### src/rtl/mdu_ctrl_pkg.sv
// Shared op codes for the iterative multiply/divide sequencer.
// Latency: none (types and constants only).
// Backpressure: n/a.
package mdu_ctrl_pkg;

    // Three-bit M-extension op bus; bit 2 set means a divide-class op.
    typedef enum logic [2:0] {
        MDU_MUL    = 3'd0,
        MDU_MULH   = 3'd1,
        MDU_MULHSU = 3'd2,
        MDU_MULHU  = 3'd3,
        MDU_DIV    = 3'd4,
        MDU_DIVU   = 3'd5,
        MDU_REM    = 3'd6,
        MDU_REMU   = 3'd7
    } mdu_op_e;

    localparam int MDU_OP_W = 3;

endpackage

### src/rtl/mdu_ctrl_step.sv
// One radix-2 iteration: shift-add multiply or restoring-divide trial subtract.
// Latency: purely combinational.
// Backpressure: none; the sequencer decides when the result is stored.
module mdu_step #(
    parameter int DATA_W = 32
) (
    input  logic                  is_div,
    input  logic [2*DATA_W-1:0]   acc_i,
    input  logic [DATA_W-1:0]     opnd_i,
    output logic [2*DATA_W-1:0]   acc_o
);

    logic [DATA_W:0]   sum;
    logic [DATA_W:0]   rem_sh;
    logic [DATA_W-1:0] rem_sub;
    logic              ge;

    // Multiply: {hi,lo} holds partial product / remaining multiplier bits.
    // Divide: {hi,lo} holds partial remainder / remaining dividend then quotient bits.
    always_comb begin
        sum     = {1'b0, acc_i[2*DATA_W-1:DATA_W]} + (acc_i[0] ? {1'b0, opnd_i} : '0);
        rem_sh  = acc_i[2*DATA_W-1:DATA_W-1];
        ge      = rem_sh >= {1'b0, opnd_i};
        rem_sub = rem_sh[DATA_W-1:0] - opnd_i;
        if (!is_div) begin
            acc_o = {sum, acc_i[DATA_W-1:1]};
        end else if (ge) begin
            acc_o = {rem_sub, acc_i[DATA_W-2:0], 1'b1};
        end else begin
            acc_o = {rem_sh[DATA_W-1:0], acc_i[DATA_W-2:0], 1'b0};
        end
    end

endmodule

### src/rtl/mdu_ctrl.sv
// RV32M iterative multiply/divide sequencer sitting beside EX.
// Latency: DATA_W+1 cycles start-to-ready, 1 cycle on the fast paths.
// Backpressure: stall_req_o holds the pipeline while an op is captured or computing.
module mdu_ctrl
    import mdu_ctrl_pkg::*;
#(
    parameter int DATA_W    = 32,
    parameter bit ZERO_SKIP = 1'b1
) (
    input  logic              clk,
    input  logic              rst,
    input  logic              start_i,
    input  logic [2:0]        op_i,
    input  logic [DATA_W-1:0] op1_i,
    input  logic [DATA_W-1:0] op2_i,
    input  logic              annul_i,
    output logic [DATA_W-1:0] result_o,
    output logic              ready_o,
    output logic              busy_o,
    output logic              stall_req_o
);

    localparam int CNT_W = $clog2(DATA_W);

    typedef enum logic [1:0] {IDLE, CALC, DONE} state_e;

    state_e              state;
    mdu_op_e             op_q;
    logic [2*DATA_W-1:0] acc_q;
    logic [DATA_W-1:0]   opnd_q;
    logic                neg_q;
    logic [CNT_W-1:0]    cnt_q;
    logic [DATA_W-1:0]   result_q;

    mdu_op_e             op_e;
    logic                s1, s2, cap_neg, fast;
    logic [DATA_W-1:0]   mag1, mag2, fast_val;
    logic [2*DATA_W-1:0] acc_step, prod;
    logic [DATA_W-1:0]   quo, rem, final_res;

    mdu_step #(.DATA_W(DATA_W)) u_step (
        .is_div (op_q[2]),
        .acc_i  (acc_q),
        .opnd_i (opnd_q),
        .acc_o  (acc_step)
    );

    // Operand capture: strip signs into magnitudes and spot the one-cycle cases.
    always_comb begin
        op_e     = mdu_op_e'(op_i);
        s1       = op1_i[DATA_W-1] & (op_e inside {MDU_MULH, MDU_MULHSU, MDU_DIV, MDU_REM});
        s2       = op2_i[DATA_W-1] & (op_e inside {MDU_MULH, MDU_DIV, MDU_REM});
        mag1     = s1 ? -op1_i : op1_i;
        mag2     = s2 ? -op2_i : op2_i;
        cap_neg  = (op_e == MDU_REM) ? s1 : (s1 ^ s2);
        fast     = 1'b0;
        fast_val = '0;
        if (op_i[2] && op2_i == '0) begin
            fast     = 1'b1;
            fast_val = op_i[1] ? op1_i : '1;
        end else if (op_e inside {MDU_DIV, MDU_REM} && op1_i == {1'b1, {(DATA_W-1){1'b0}}}
                     && op2_i == '1) begin
            fast     = 1'b1;
            fast_val = (op_e == MDU_DIV) ? op1_i : '0;
        end else if (ZERO_SKIP && !op_i[2] && (op1_i == '0 || op2_i == '0)) begin
            fast     = 1'b1;
            fast_val = '0;
        end
    end

    // Final step: apply the single sign fix-up and pick the requested word.
    always_comb begin
        prod = neg_q ? -acc_step : acc_step;
        quo  = neg_q ? -acc_step[DATA_W-1:0] : acc_step[DATA_W-1:0];
        rem  = neg_q ? -acc_step[2*DATA_W-1:DATA_W] : acc_step[2*DATA_W-1:DATA_W];
        case (op_q)
            MDU_MUL:                       final_res = prod[DATA_W-1:0];
            MDU_MULH, MDU_MULHSU, MDU_MULHU: final_res = prod[2*DATA_W-1:DATA_W];
            MDU_DIV, MDU_DIVU:             final_res = quo;
            default:                       final_res = rem;
        endcase
    end

    // Sequencer: capture in IDLE, iterate in CALC, strobe in DONE; annul always wins.
    always_ff @(posedge clk or negedge rst) begin
        if (!rst) begin
            state    <= IDLE;
            op_q     <= MDU_MUL;
            acc_q    <= '0;
            opnd_q   <= '0;
            neg_q    <= 1'b0;
            cnt_q    <= '0;
            result_q <= '0;
        end else if (annul_i) begin
            state <= IDLE;
        end else begin
            case (state)
                IDLE: begin
                    if (start_i) begin
                        op_q  <= op_e;
                        neg_q <= cap_neg;
                        cnt_q <= '0;
                        if (op_i[2]) begin
                            acc_q  <= {{DATA_W{1'b0}}, mag1};
                            opnd_q <= mag2;
                        end else begin
                            acc_q  <= {{DATA_W{1'b0}}, mag2};
                            opnd_q <= mag1;
                        end
                        if (fast) begin
                            result_q <= fast_val;
                            state    <= DONE;
                        end else begin
                            state <= CALC;
                        end
                    end
                end
                CALC: begin
                    acc_q <= acc_step;
                    cnt_q <= cnt_q + 1'b1;
                    if (cnt_q == CNT_W'(DATA_W-1)) begin
                        result_q <= final_res;
                        state    <= DONE;
                    end
                end
                default: state <= IDLE;
            endcase
        end
    end

    assign result_o    = result_q;
    assign ready_o     = (state == DONE) & ~annul_i;
    assign busy_o      = (state != IDLE);
    assign stall_req_o = rst & ~annul_i & (((state == IDLE) & start_i) | (state == CALC));

endmodule

### config.mk
export PLATFORM = sky130hd
export DESIGN_NAME = mdu_ctrl
export DESIGN_NICKNAME = d
export VERILOG_FILES = /design/src/rtl/mdu_ctrl_pkg.sv /design/src/rtl/mdu_ctrl_step.sv /design/src/rtl/mdu_ctrl.sv
export SDC_FILE = /design/constraint.sdc
export NUM_CORES = 1
export LEC_CHECK = 0
export CORE_MARGIN = 5
export CORE_UTILIZATION = 57
export CTS_BUF_LIST = sky130_fd_sc_hd__clkbuf_8
export DETAILED_ROUTE_END_ITERATION = 12
export GPL_TIMING_DRIVEN = 1
export PLACE_DENSITY = 0.88
export SYNTH_ARGS = -nofsm -noshare
export SYNTH_HDL_FRONTEND = slang
export SYNTH_SLANG_ARGS = --single-unit
### constraint.sdc
create_clock -name clk -period 4.98 [get_ports clk]
set_input_delay 0.996 -clock clk [delete_from_list [all_inputs] [get_ports clk]]
set_output_delay 0.996 -clock clk [all_outputs]
set_load 0.01 [all_outputs]
==> Word-level counts from Yosys, hierarchy flattened <==
Cells that the tools add are included.
{ "op_classes": {"n_addsub": 8, "order_cmp": 1, "n_eq_ne": 19, "n_mux": 32, "bitwise": 9, "n_reduce_logical": 21} }
{ "op_table": {"columns": ["operator", "n"], "rows": [
  ["$mux W32", 14],
  ["$mux W64", 4],
  ["$neg A32 Y32", 4],
  ["$pmux W64 S2", 1],
  ["$pmux W32 S3", 1],
  ["$eq A32 B32 Y1 const B", 2],
  ["$logic_not A32 Y1", 2],
  ["$neg A64 Y64", 1],
  ["$pmux W32 S2", 1],
  ["$add A32 B33 Y33", 1],
  ["$ge A33 B32 Y1", 1],
  ["$sub A32 B32 Y32", 1],
  ["$eq A3 B3 Y1 const B", 4],
  ["$pmux W5 S2", 1],
  ["$eq A3 B2 Y1 const B", 3],
  ["$mux W2", 4],
  ["$and A1 B1 Y1", 6],
  ["$eq A3 B1 Y1 const B", 2],
  ["$ne A2 B2 Y1 const B", 3],
  ["$ne A3 B3 Y1 const B", 2],
  ["$reduce_and A3 Y1", 2],
  ["$reduce_bool A2 Y1", 3],
  ["$add A5 B1 Y5 const B", 1],
  ["$eq A5 B5 Y1 const B", 1],
  ["other kinds (19)", 25]
]} }
{ "word_totals": {"ff_bits": 139, "input_bits": 71, "word_cells": 97} }

==> Depth between registers and ports, before layout <==
Gate-level depths: netlist of run 1.
{ "depth": {"ltp_word": 10, "ltp_mapped": 23} }

==> Hierarchy <==
Synthesis of run 1 repeated with hierarchy kept, for this count alone.
{ "hier_totals": {"cells_unflattened": 2018, "hier_area_um2": 15327.2} }
{ "by_module_without_submodules": {"columns": ["module", "n_inst", "cells_per_inst", "area_per_inst_um2"], "rows": [
  ["mdu_ctrl", 1, 1347, 10628.9],
  ["mdu_step", 1, 671, 4698.3]
]} }

==> Worst setup path before layout of run 1 <==
OpenSTA, ideal clock, no wires.
{ "synth_path": {"kind": "register -> register", "startpoint": "register op_q[2]", "endpoint": "register result_q[16] (netlist: result_o[16])", "setup_ns": 0.088, "arrival_ns": 5.436, "slack_ns": -0.544, "stages_incl_launch_ff": 22, "path_buffers": 8, "period_less_slack_ns": 5.524, "path_cell_list": "dfrtp_1 clkbuf_1 buf_2 clkbuf_1 buf_1 buf_2 buf_1 mux2_2 inv_1 ha_1 o21ai_1 or4_1 or4_1 nand2b_1 or3_1 clkbuf_1 clkbuf_1 a31oi_1 o221ai_1 nor3b_1 o41ai_1 a41oi_1"} }
{ "synth_via": {"elab_chain_cells": 6, "elab_cells_between_ends": 18, "cone_classes": "add/sub: 3; eq/ne: 5; mux: 7; reduce/logical: 3"} }
{ "synth_lines": {"columns": ["element", "line_no", "rtl"], "rows": [
  ["start, declared", "mdu_ctrl.sv:28", "mdu_op_e op_q;"],
  ["start signal, assigned", "mdu_ctrl.sv:100", "op_q <= op_e;"],
  ["$mux W64", "mdu_ctrl_step.sv:25", "if (!is_div) begin"],
  ["$neg A64 Y64 (tied with other cells)", "mdu_ctrl.sv:73", "prod = neg_q ? -acc_step : acc_step;"],
  ["$mux W64 (tied with other cells)", "mdu_ctrl.sv:73", null],
  ["$pmux W32 S3 (*)", "mdu_ctrl.sv:76", "case (op_q)"],
  ["$mux W32 (*)", "mdu_ctrl.sv:121", "if (cnt_q == CNT_W'(DATA_W-1)) begin"],
  ["$pmux W32 S2 (*)", "mdu_ctrl.sv:97", "case (state)"],
  ["end signal, assigned", "mdu_ctrl.sv:111", "result_q <= fast_val;"],
  ["end signal, assigned", "mdu_ctrl.sv:122", "result_q <= final_res;"],
  ["end, declared", "mdu_ctrl.sv:33", "logic [DATA_W-1:0] result_q;"]
]} }
Mark *: on every way between the ends. The rest lies on a longest branch, timed or not. The select of a mux whose other input is x is not followed.
A chain may end at the register's enable or synchronous reset.

==> Worst setup path in the final report of run 1 <==
{ "layout_path": {"startpoint": "register acc_q[39]", "endpoint": "register result_q[30] (netlist: result_o[30])"} }
{ "layout_via": {"elab_chain_cells": 8, "elab_cells_between_ends": 14, "cone_classes": "add/sub: 5; order compare: 1; mux: 8"} }
{ "layout_lines": {"columns": ["element", "line_no", "rtl"], "rows": [
  ["start, declared", "mdu_ctrl.sv:29", "logic [2*DATA_W-1:0] acc_q;"],
  ["start signal, assigned", "mdu_ctrl.sv:104", "acc_q <= {{DATA_W{1'b0}}, mag1};"],
  ["start signal, assigned", "mdu_ctrl.sv:107", "acc_q <= {{DATA_W{1'b0}}, mag2};"],
  ["start signal, assigned", "mdu_ctrl.sv:119", "acc_q <= acc_step;"],
  ["$sub A32 B32 Y32 or $ge A33 B32 Y1 (tied branches)", "mdu_ctrl_step.sv:24, mdu_ctrl_step.sv:23", null],
  ["$mux W64", "mdu_ctrl_step.sv:27", "end else if (ge) begin"],
  ["$mux W64 (*)", "mdu_ctrl_step.sv:25", null],
  ["$neg A64 Y64 (tied with other cells)", "mdu_ctrl.sv:73", null],
  ["$mux W64 (tied with other cells)", "mdu_ctrl.sv:73", null],
  ["$pmux W32 S3 (*)", "mdu_ctrl.sv:76", null],
  ["$mux W32 (*)", "mdu_ctrl.sv:121", null],
  ["$pmux W32 S2 (*)", "mdu_ctrl.sv:97", null]
]} }
Marked as above.

==> qor.txt, run 1 <==
Outcome -> finished clean
Vias in the first global route -> 17700
Setup crit start -> acc_q[39]
Largest net degree at the start of global routing -> 72
Synth Instances -> 2173
Synth area leaders -> dfrtp_1 22%, o21ai_0 8.2%, nand2_1 6.0%
Post-synth top area share -> 22.1%
Seq pwr share -> 16.8%
Die area -> 31100 sq um
CTS buffer count -> 17
Post-synth EDFFs -> 0
Logic gate share of total power -> 73.2%
Placed Cells -> 2774
Die Y-Extent -> 176 um
Crit Path Max Fanout -> 9
Syn avg cell area -> 7.25 sq um
Worst slew pin tran -> 1.21 ns
Non-Filler Instances -> 2812
Unique masters post-synth -> 88
CP Depth -> 20
Post-synth ARST share -> 100%
Peak supply drop -> 0.319 mV
I/O pin total -> 106
ANT cells -> 0
First-pass GRT wire length -> 102 mm
Pre-CTS worst setup slack -> -0.138 ns
Reg2reg start -> acc_q[39]
Placer Congestion -> 1.06
Routed len/inst -> 24.3 um
Slowest CP cell -> or4_4
Worst Setup Slack, final -> 0.0764 ns
Area leader, netlist -> dfrtp_1
Row cnt -> 60
Via count -> 19000
CTS H-Tree Depth -> 4
Final Hold Fails -> 0
CP bufs+invs -> 4
Crit path capture type -> register
Worst-Skew Late Latency -> 0.51 ns
Port Buf Inserts -> 105
CTS clk-pin slew, worst paths -> 0.10 ns
Syn. warnings -> 0
Top FF cell, synth -> dfrtp_1
CP top delay family -> compound AO/OA/AOI/OAI gates
RR Endpoint -> result_o[30]
Pint -> 4.97 mW
Post-synthesis cell area -> 15800 sq um
Area grow syn2layout -> 24.3%
Clk root buf -> clkbuf_8
Yosys reg bits -> 139
Starting Density -> 58.1%
Final worst path period share -> 98.5%
Max Cap Viol -> 0
CP Cell Sequence -> ha_4, a21o_1, a21oi_2, buf_6, o221ai_4, o311ai_4, a31oi_4, inv_2, ha_4, o21ai_2, or4_4, or4_4, nand2b_4, or3_4, buf_4, buf_6, o41ai_4, xor2_1, o221ai_1, a22o_1
Clock skew -> 0.0278 ns
# DRC -> 0
Antenna violations before repair -> 7
Antenna-violating nets left -> 0
Post-synthesis sequential area ratio -> 22.1%
Worst Path Arrival -> 5.29 ns
Syn nets -> 2317
Lkg Pwr -> 8.14 nW
GR Overflow Total -> 0
WP data required -> 5.37 ns
Clock net sink count -> 139
Sw Share -> 51.6%
Nets@finish -> 2571
Reg-to-reg slack, setup -> 0.08 ns
Hold WC Path Type -> primary input to async pin
Routed WL -> 68.4 mm
TritonRoute pass-1 iters -> 7
CTS tree -> done
Setup crit start kind -> register
Hold-fix buffers, CTS -> 0
Share of layout cells above drive strength 1 -> 17.2%
Post-DP HPWL -> 53.4 mm
Setup CP Type -> register to register
Core area -> 27100 sq um
Setup Viol. Count Final -> 0
Clk buf depth -> 2
Final Max Tran Viols -> 0
DR iter-0 viols -> 2948
Switching power total -> 5.29 mW
R2R cell count -> 20
Clock power frac -> 9.9%
Max Clk Rate -> 204 MHz
Total track usage -> 42.2%
Vias per cell -> 6.77
Tmin final -> 4.90 ns
PD cells -> 524 nW/um^2
Critical path's largest stage delay -> 0.51 ns
Setup TNS -> 0 ns
Die width -> 176 um
Slew Limit Headroom -> 19.4%
Final-layout fill cell count -> 2264
## synthesized netlist by cell type, drive strengths merged (32+ instances only)
cell type  instances
o21ai            268
nand2            253
nor2             195
a21oi            177
dfrtp            139
clkbuf           116
xnor2            101
xor2              77
inv               75
ha                71
nor3              62
and2              42
o31ai             41
mux2i             39
nand3             36
a31oi             32
## per-layer routing
metal  wire length (um)  vias up  global-route usage [%]
met5                 81        -                       0
met4               5300       12                    25.2
met3               8820      351                    14.3
met2              28500     1329                    61.8
met1              25800     8891                    53.9
li1                   -     8447                       -
## metrics by stage
stage / total power [mW] / cell area [sq um] / utilization [%] / hold slack [ns]
global route: 10.7 / 19600 / 72.2 / 0.442
CTS: 9.69 / 19200 / 70.8 / 0.417
detailed placement: 8.63 / 18700 / 69.2 / 0.478
finish: 10.3 / 19600 / 72.2 / 0.418
global placement: 8.49 / 18700 / 69.2 / 0.457
floorplan: 5.69 / 15800 / - / 0.445
## sequential cells by signal, indices dropped and copies added (netlist names)
register / cells
opnd_q: 32
state: 2
result_o: 32
neg_q: 1
cnt_q: 5
op_q: 3
acc_q: 64
## worst max-delay path by stage
stage	endpoint	slack, ns
after CTS	result_o[30]	0.006
after global routing	result_o[30]	-0.07
after global placement	result_o[24]	-0.02
after floorplan	result_o[16]	0.004
after detailed placement	result_o[24]	-0.14
final	result_o[30]	0.08
## worst reg2reg max path, cell delays in order (launching register included)
cell	delay, ns
dfrtp_1	0.44
ha_4	0.26
a21o_1	0.22
a21oi_2	0.16
buf_6	0.14
o221ai_4	0.12
o311ai_4	0.31
a31oi_4	0.15
inv_2	0.10
ha_4	0.13
o21ai_2	0.05
or4_4	0.51
or4_4	0.50
nand2b_4	0.16
or3_4	0.40
buf_4	0.15
buf_6	0.14
o41ai_4	0.30
xor2_1	0.19
o221ai_1	0.13
a22o_1	0.23
## power by group through the flow
| stage | registers (mW) | logic, mW | clock network (mW) |
|---|---|---|---|
| floorplan | 1.67 | 4.02 | 0 |
| CTS | 1.70 | 6.98 | 1.01 |
| global route | 1.76 | 7.91 | 1.06 |
| finish | 1.73 | 7.52 | 1.02 |
| detailed placement | 1.71 | 6.92 | 0 |
| global placement | 1.70 | 6.79 | 0 |
## cell families after synthesis
kind of cell    after synthesis  share of synthesized area (%)
buf+inv                     217                           5.47
compound gates              753                           30.0
mux                          49                           3.19
flops                       139                           22.1
fa+ha+maj                    73                           5.89
simple gates                764                           23.4
xor+xnor                    178                           9.90
## cell type report
cell class	instances	area, sq um	area share [%]
Sequential cell	139	3480	17.8
Multi-Input combinational cell	1817	11800	60.4
Clock inverter	13	146	0.748
Inverter	75	282	1.44
Timing Repair Buffer	377	3110	15.9
Clock buffer	19	262	1.34
Tap cell	372	465	2.38
## what timing repair did
action	4_1_cts	5_1_grt
pin swaps	1	19
cloned	0	0
hold endpoints to repair	0	0
setup buffers	0	6
resized for setup	8	62
setup endpoints to repair	14	22
## layout by cell type, fill, tap and decap left out, drive strengths merged, types with 12 or more instances in the layout
cell,Yosys,routed
xor2,77,77
a21o,17,17
o211ai,29,29
o221ai,21,21
o31ai,41,41
ha,71,71
xnor2,101,101
dfrtp,139,139
a211oi,16,16
nor2,195,195
nor4,18,18
clkdlybuf4s50,0,103
a22o,18,18
a21oi,177,177
nor3,62,62
o41ai,13,13
o22ai,16,16
or2,12,12
nor2b,13,13
or3,27,27
buf,26,274
a31oi,32,32
nand2b,25,25
nand2,253,253
o21ai,268,268
inv,75,83
nand4,31,31
and2,42,42
mux2i,39,39
nand3,36,36
clkbuf,116,19
(Power assumes the default switching activity.)
==> run 2, diff against run 1 <==
- HOLD_SLACK_MARGIN: not set -> 0.02
==> results of run 2 <==
No change in the layout: final DEF, timing and power equal those of run 1.
